<file path="config.mk">
export PLATFORM = sky130hd
export DESIGN_NAME = fifo_sync
export DESIGN_NICKNAME = d
export VERILOG_FILES = /design/src/rtl/fifo_sync.sv
export SDC_FILE = /design/constraint.sdc
export NUM_CORES = 1
export LEC_CHECK = 0
export ABC_AREA = 1
export CAP_MARGIN = 25
export CORE_MARGIN = 2
export CORE_UTILIZATION = 50
export DETAILED_ROUTE_END_ITERATION = 10
export PLACE_DENSITY = 0.71
export SYNTH_ARGS = -nofsm -noshare
export SYNTH_HDL_FRONTEND = slang
export SYNTH_SLANG_ARGS = --single-unit
</file>
<file path="constraint.sdc">
create_clock -name clk -period 2.4 [get_ports clk]
set_clock_uncertainty 0.15 [all_clocks]
set_input_delay 0.24 -clock clk [delete_from_list [all_inputs] [get_ports clk]]
set_output_delay 0.24 -clock clk [all_outputs]
set_load 0.03 [all_outputs]
</file>
<file path="src/rtl/fifo_sync.sv">
// rtl/fifo_sync.sv - single-clock FIFO on an inferred dual-port RAM with a registered read port
// Optional sticky overflow/underflow outputs: define FIFO_SYNC_ERR_FLAGS_EN.
module fifo_sync #(
    parameter int DATA_WIDTH      = 8,
    parameter int ADDR_WIDTH      = 4,
    parameter int ALMOST_FULL_LVL = 12
) (
    input  logic                  clk,
    input  logic                  rst,
    input  logic                  w_en,
    input  logic [DATA_WIDTH-1:0] w_data,
    input  logic                  r_en,
    output logic [DATA_WIDTH-1:0] r_data,
    output logic                  r_valid,
    output logic                  full,
    output logic                  empty,
    output logic                  almost_full,
    output logic [ADDR_WIDTH:0]   count
`ifdef FIFO_SYNC_ERR_FLAGS_EN
    ,
    output logic                  overflow,
    output logic                  underflow
`endif
);

    localparam int DEPTH = 1 << ADDR_WIDTH;
    localparam logic [ADDR_WIDTH:0] AF_LVL = (ADDR_WIDTH + 1)'(ALMOST_FULL_LVL);

    logic [DATA_WIDTH-1:0] mem [0:DEPTH-1];
    logic [ADDR_WIDTH:0]   wptr;
    logic [ADDR_WIDTH:0]   rptr;
    logic                  wr_ok;
    logic                  rd_ok;

    // Flags come only from registered pointers, so they lag the accepting edge by one cycle.
    assign empty       = (wptr == rptr);
    assign full        = (wptr[ADDR_WIDTH] != rptr[ADDR_WIDTH]) &&
                         (wptr[ADDR_WIDTH-1:0] == rptr[ADDR_WIDTH-1:0]);
    assign count       = wptr - rptr;
    assign almost_full = (count >= AF_LVL);

    assign wr_ok = w_en && !full;
    assign rd_ok = r_en && !empty;

    // RAM has no reset so it maps onto block memory.
    always_ff @(posedge clk) begin
        if (!rst && wr_ok) begin
            mem[wptr[ADDR_WIDTH-1:0]] <= w_data;
        end
    end

    always_ff @(posedge clk) begin
        if (rst) begin
            wptr    <= '0;
            rptr    <= '0;
            r_data  <= '0;
            r_valid <= 1'b0;
        end else begin
            r_valid <= rd_ok;
            if (wr_ok) begin
                wptr <= wptr + 1'b1;
            end
            if (rd_ok) begin
                r_data <= mem[rptr[ADDR_WIDTH-1:0]];
                rptr   <= rptr + 1'b1;
            end
        end
    end

`ifdef FIFO_SYNC_ERR_FLAGS_EN
    always_ff @(posedge clk) begin
        if (rst) begin
            overflow  <= 1'b0;
            underflow <= 1'b0;
        end else begin
            if (w_en && full) begin
                overflow <= 1'b1;
            end
            if (r_en && empty) begin
                underflow <= 1'b1;
            end
        end
    end
`endif

endmodule
</file>
---- After elaboration in Yosys (flattened, before gate mapping) ----
Memory sizes are Yosys's and may differ from the RTL's. A register that Yosys moved wholly into a read port is not among the register bits.
Index checks and enable logic that the tools add are counted.
storage, ports and cells
  register bits ........................... 11
  memory bits (writable) .................. 128
  output and inout port bits .............. 17
  word-level logic and storage cells ...... 20
  memories ................................ 1
memory list
  name  words  width  read ports  clocked after Yosys merged registers in  write ports  RTL line  text
  mem   16     8      1           1                                        1            29        logic [DATA_WIDTH-1:0] mem [0:DEPTH-1];
operators by class
  add/subtract/negate cells ............... 3
  $lt $le $gt $ge ......................... 1
  eq/ne operators ......................... 3
  muxes and demuxes ....................... 2
  reduce and logical (&&, ||, !) cells .... 7
operator list
  kind                                                                    number
  5-bit by 1-bit adder with 5-bit output (second input constant)          2
  5-bit equality test                                                     1
  5-bit by 4-bit >= comparator with 1-bit output (second input constant)  1
  5-bit subtractor                                                        1
  4-bit equality test                                                     1
  1-bit logical AND                                                       4
  1-bit zero test                                                         3
  1-bit 2-to-1 mux                                                        2
  1-bit inequality test                                                   1

---- Depth between registers and ports, before layout ----
Gate-level depths: netlist of run 1.
  word-level depth ........................ 7
  mapped depth ............................ 13

---- Least setup slack after synthesis of run 1 ----
No wires, ideal clock.
  path type ............................... flip-flop to output port
  from .................................... register rptr[1]
  to ...................................... output almost_full
  arrival time ............................ 2089 ps
  setup slack ............................. -79 ps
  stages on the path, launching flop included .. 9
  path buffers ............................ 2
  path through ............................ dfxtp_1 > buf_2 > inv_2 > buf_2 > fa_1 > nand3_1 > nand2_1 > xor2_1 > a21o_1
on the way
  word-level cells in the longest chain between the ends .. 2
RTL lines
  element                                         RTL line  text
  start, declared                                 31        logic [ADDR_WIDTH:0] rptr;
  start signal, assigned                          65        rptr <= rptr + 1'b1;
  5-bit subtractor                                39        assign count = wptr - rptr;
  named net count[4]                              18        output logic [ADDR_WIDTH:0] count
  5-bit by 4-bit >= comparator with 1-bit output  40        assign almost_full = (count >= AF_LVL);
  end, declared                                   17        output logic almost_full,
The timed path passes the listed nets, and every way through them passes these cells.

---- Worst setup path in the final report of run 1 ----
  from .................................... register wptr[0]
  to ...................................... output almost_full
on the way
  word-level cells in the longest chain between the ends .. 2
RTL lines
  element                                         RTL line  text
  start, declared                                 30        logic [ADDR_WIDTH:0] wptr;
  start signal, assigned                          61        wptr <= wptr + 1'b1;
  5-bit subtractor                                39
  5-bit by 4-bit >= comparator with 1-bit output  40
No other way between the ends.

==> results of run 1 <==
## power by group
| group | internal [µW] | total [µW] | switching [µW] | leakage, µW |
|---|---|---|---|---|
| Sequential | 2830 | 2860 | 26.5 | 0.00131 |
| Combinational | 394 | 1180 | 784 | 0.00167 |
| Clock | 1560 | 2520 | 959 | 0.000280 |
## layout make-up
class,instances,area share [%]
clock buffer,20,5.852
multi-input combinational,366,23.06
sequential,147,54.19
clock inverter,12,1.443
timing repair buffer,72,7.856
tap,172,2.758
inverter,100,4.842
## how the worst min path moves through the flow
stage                                 to  slack, ps  cells after the start
floorplan            mem[0][0]$_DFFE_PP_        190                      0
global placement    rptr[4]$_SDFFE_PP0P_        330                      2
detailed placement  rptr[4]$_SDFFE_PP0P_        330                      2
CTS                   r_valid$_SDFF_PP0_        330                      3
global route          r_valid$_SDFF_PP0_        340                      3
finish                r_valid$_SDFF_PP0_        340                      3
## logic make-up (layout without fill, tap and decap cells)
logic type	Yosys count	after routing	synth area share (%)
compound gates	41	41	3.265
xor+xnor	8	8	1.082
fa+ha+maj	10	10	2.048
buf+inv	127	204	8.095
flops	147	147	65.22
simple gates	307	307	20.29
## timing repair
action / 4_1_cts / 5_1_grt
setup buffers: 2 / 1
endpoints found under the setup margin: 2 / 31
gates resized for setup: 10 / 10
pin swaps: 2 / 5
## Yosys cell counts
cell,n,area share (%)
inv_4,1,0.097
inv_2,4,0.23
a21oi_2,1,0.14
xor2_1,8,1.1
clkinv_1,1,0.058
clkbuf_1,5,0.29
o21ai_0,12,0.93
nor2_1,26,1.5
nand2_1,179,10
nand3_1,92,7.1
fa_1,1,0.31
nand2_2,4,0.39
inv_1,94,5.4
dfxtp_1,19,5.9
nor2_4,1,0.17
edfxtp_1,128,59
buf_4,3,0.35
nor2_2,1,0.097
nand3_2,3,0.46
buf_2,15,1.2
buf_6,2,0.35
ha_1,9,1.7
nand2_4,1,0.17
a21oi_1,27,2.1
buf_1,2,0.12
a21o_1,1,0.12
## routing by layer
| metal | vias up | part of all wire [%] | track usage, % |
|---|---|---|---|
| met5 | - | 0 | 0 |
| met1 | 2240 | 40 | 31.52 |
| li1 | 2215 | - | - |
| met4 | 0 | 3.8 | 12.58 |
| met3 | 36 | 7.7 | 4.603 |
| met2 | 205 | 49 | 37.32 |
## worst max-delay path: stages (launching register included)
cell	delay [ps]
dfxtp_2	320
inv_2	80
ha_4	130
inv_2	40
fa_2	420
nand3_2	110
nand2_2	70
xor2_2	150
a21o_1	160
buf_6	130
## state kept, by name, indices dropped and copies added (netlist names)
name	cells
rptr	5
r_valid	1
mem	128
wptr	5
r_data	8
## metrics by stage
stage	setup slack, ps	std cells	hold WS (ps)	power, µW	TNS (ps)
floorplan	-46.42	640	188.9	3643	-4578
global placement	213.1	854	325.8	4011	0
detailed placement	123.9	854	326.3	4022	0
CTS	4.187	888	329.1	6553	0
global route	-87.32	889	343.7	6811	-125.4
finish	-28.39	889	341.0	6558	-28.39
==> metrics, run 1 <==
outcome finished, violations left; failing checks negative setup slack; total gr overflow 0; Design Area, Final 0.007804 mm²; Total GRT Usage 23.79%; largest net degree at the start of global routing 51; layout cells sized above 1 15.90%; HP Class input port to register; Rel. slew slack 68.08%; first-pass GRT wire length 24.36 mm; critical path peak fanout 2; initial drt markers 428; WL final 15.52 mm; CTS tree yes; FF-to-FF setup slack 70 ps; final design utilization 61.84%; Ys Warns 0; crit path time final 2428 ps; number of inserted diodes 0; CTS max path bufs 2; HP Start r_en; CP Launch Point wptr[0]$_SDFFE_PP0N_; Placer Congestion 0.9511; mapped cell area 0.006476 mm²; WL/cell 17.46 µm; Num CTS Buffers 17; reg2reg start rptr[2]$_SDFFE_PP0P_; Worst Path Class, Setup register to primary output; final setup fails 1; Slew Viols, Final 0; Core Rows 41; CP arrival 2040 ps; Worst-Skew Late Latency 420 ps; RSZ-0062 raised after global routing yes; Crit Reg-Reg Endpoint mem[12][1]$_DFFE_PP_; fin crit share 101.2%; First-pass DRT Iterations 5; Critical Path End almost_full; syn avg cell area 10.12 µm²; Horiz. Die Dim 117.8 µm; multi-input combinational cell area 0.001799 mm²; vias post-DR 4,696; DP Wirelength 10.07 mm; critical path data required time 2010 ps; crit end category primary output; max-cap violations 0; antenna violations before repair 0; most frequent cells in the layout 178 x nand2_1, 128 x edfxtp_1, 92 x inv_1; dpl cell area 0.007139 mm²; number of I/O pins 29; Detail Route Antenna Nets 0; vias in the first global route 4,499; Post-Syn Instances 640; reg2reg path depth 10; register area share after synthesis 65.22%; initial core utilization 51.32%; Core ar. 0.01262 mm²; Final Worst Setup Slack -28.39 ps; die area 0.01388 mm²; Max Freq 411.8 MHz; Max H-tree Level 4; I/O Buffers 28; worst slew pin tran 478.8 ps; startpoint type of the worst setup path register; Die Ht 117.8 µm; Clock Pin Slew Worst Setup and Hold Paths 60 ps; Fin. Hold Viols 0; CTS root buffer clkbuf_16; leakage power total 0.003259 µW; Vias/cell 5.282; Yosys reg bits 147; DRC violations left 0; most common cell after layout, fill and taps aside nand2_1; Power Density 840.4 mW/mm²; TritonCTS Sinks 147; fill count 1,010; NumNets Final 726; area grow syn2layout 20.50%; syn_nets 662; unique cell type count in the Yosys netlist 26; Worst VDD drop 0.5847 mV; CTS Hold Buffers Added 0; register area 0.004229 mm²
Note: power is estimated with default switching activity, not from simulation.
==> inputs of run 2 (changes only) <==
--- a/config.mk
+++ b/config.mk
@@ -11,6 +11,7 @@
 export CORE_UTILIZATION = 50
 export DETAILED_ROUTE_END_ITERATION = 10
 export PLACE_DENSITY = 0.71
+export SKIP_LAST_GASP = 1
 export SYNTH_ARGS = -nofsm -noshare
 export SYNTH_HDL_FRONTEND = slang
 export SYNTH_SLANG_ARGS = --single-unit
==> results of run 2 <==
Final layout, timing and power as in run 1 (identical DEF).
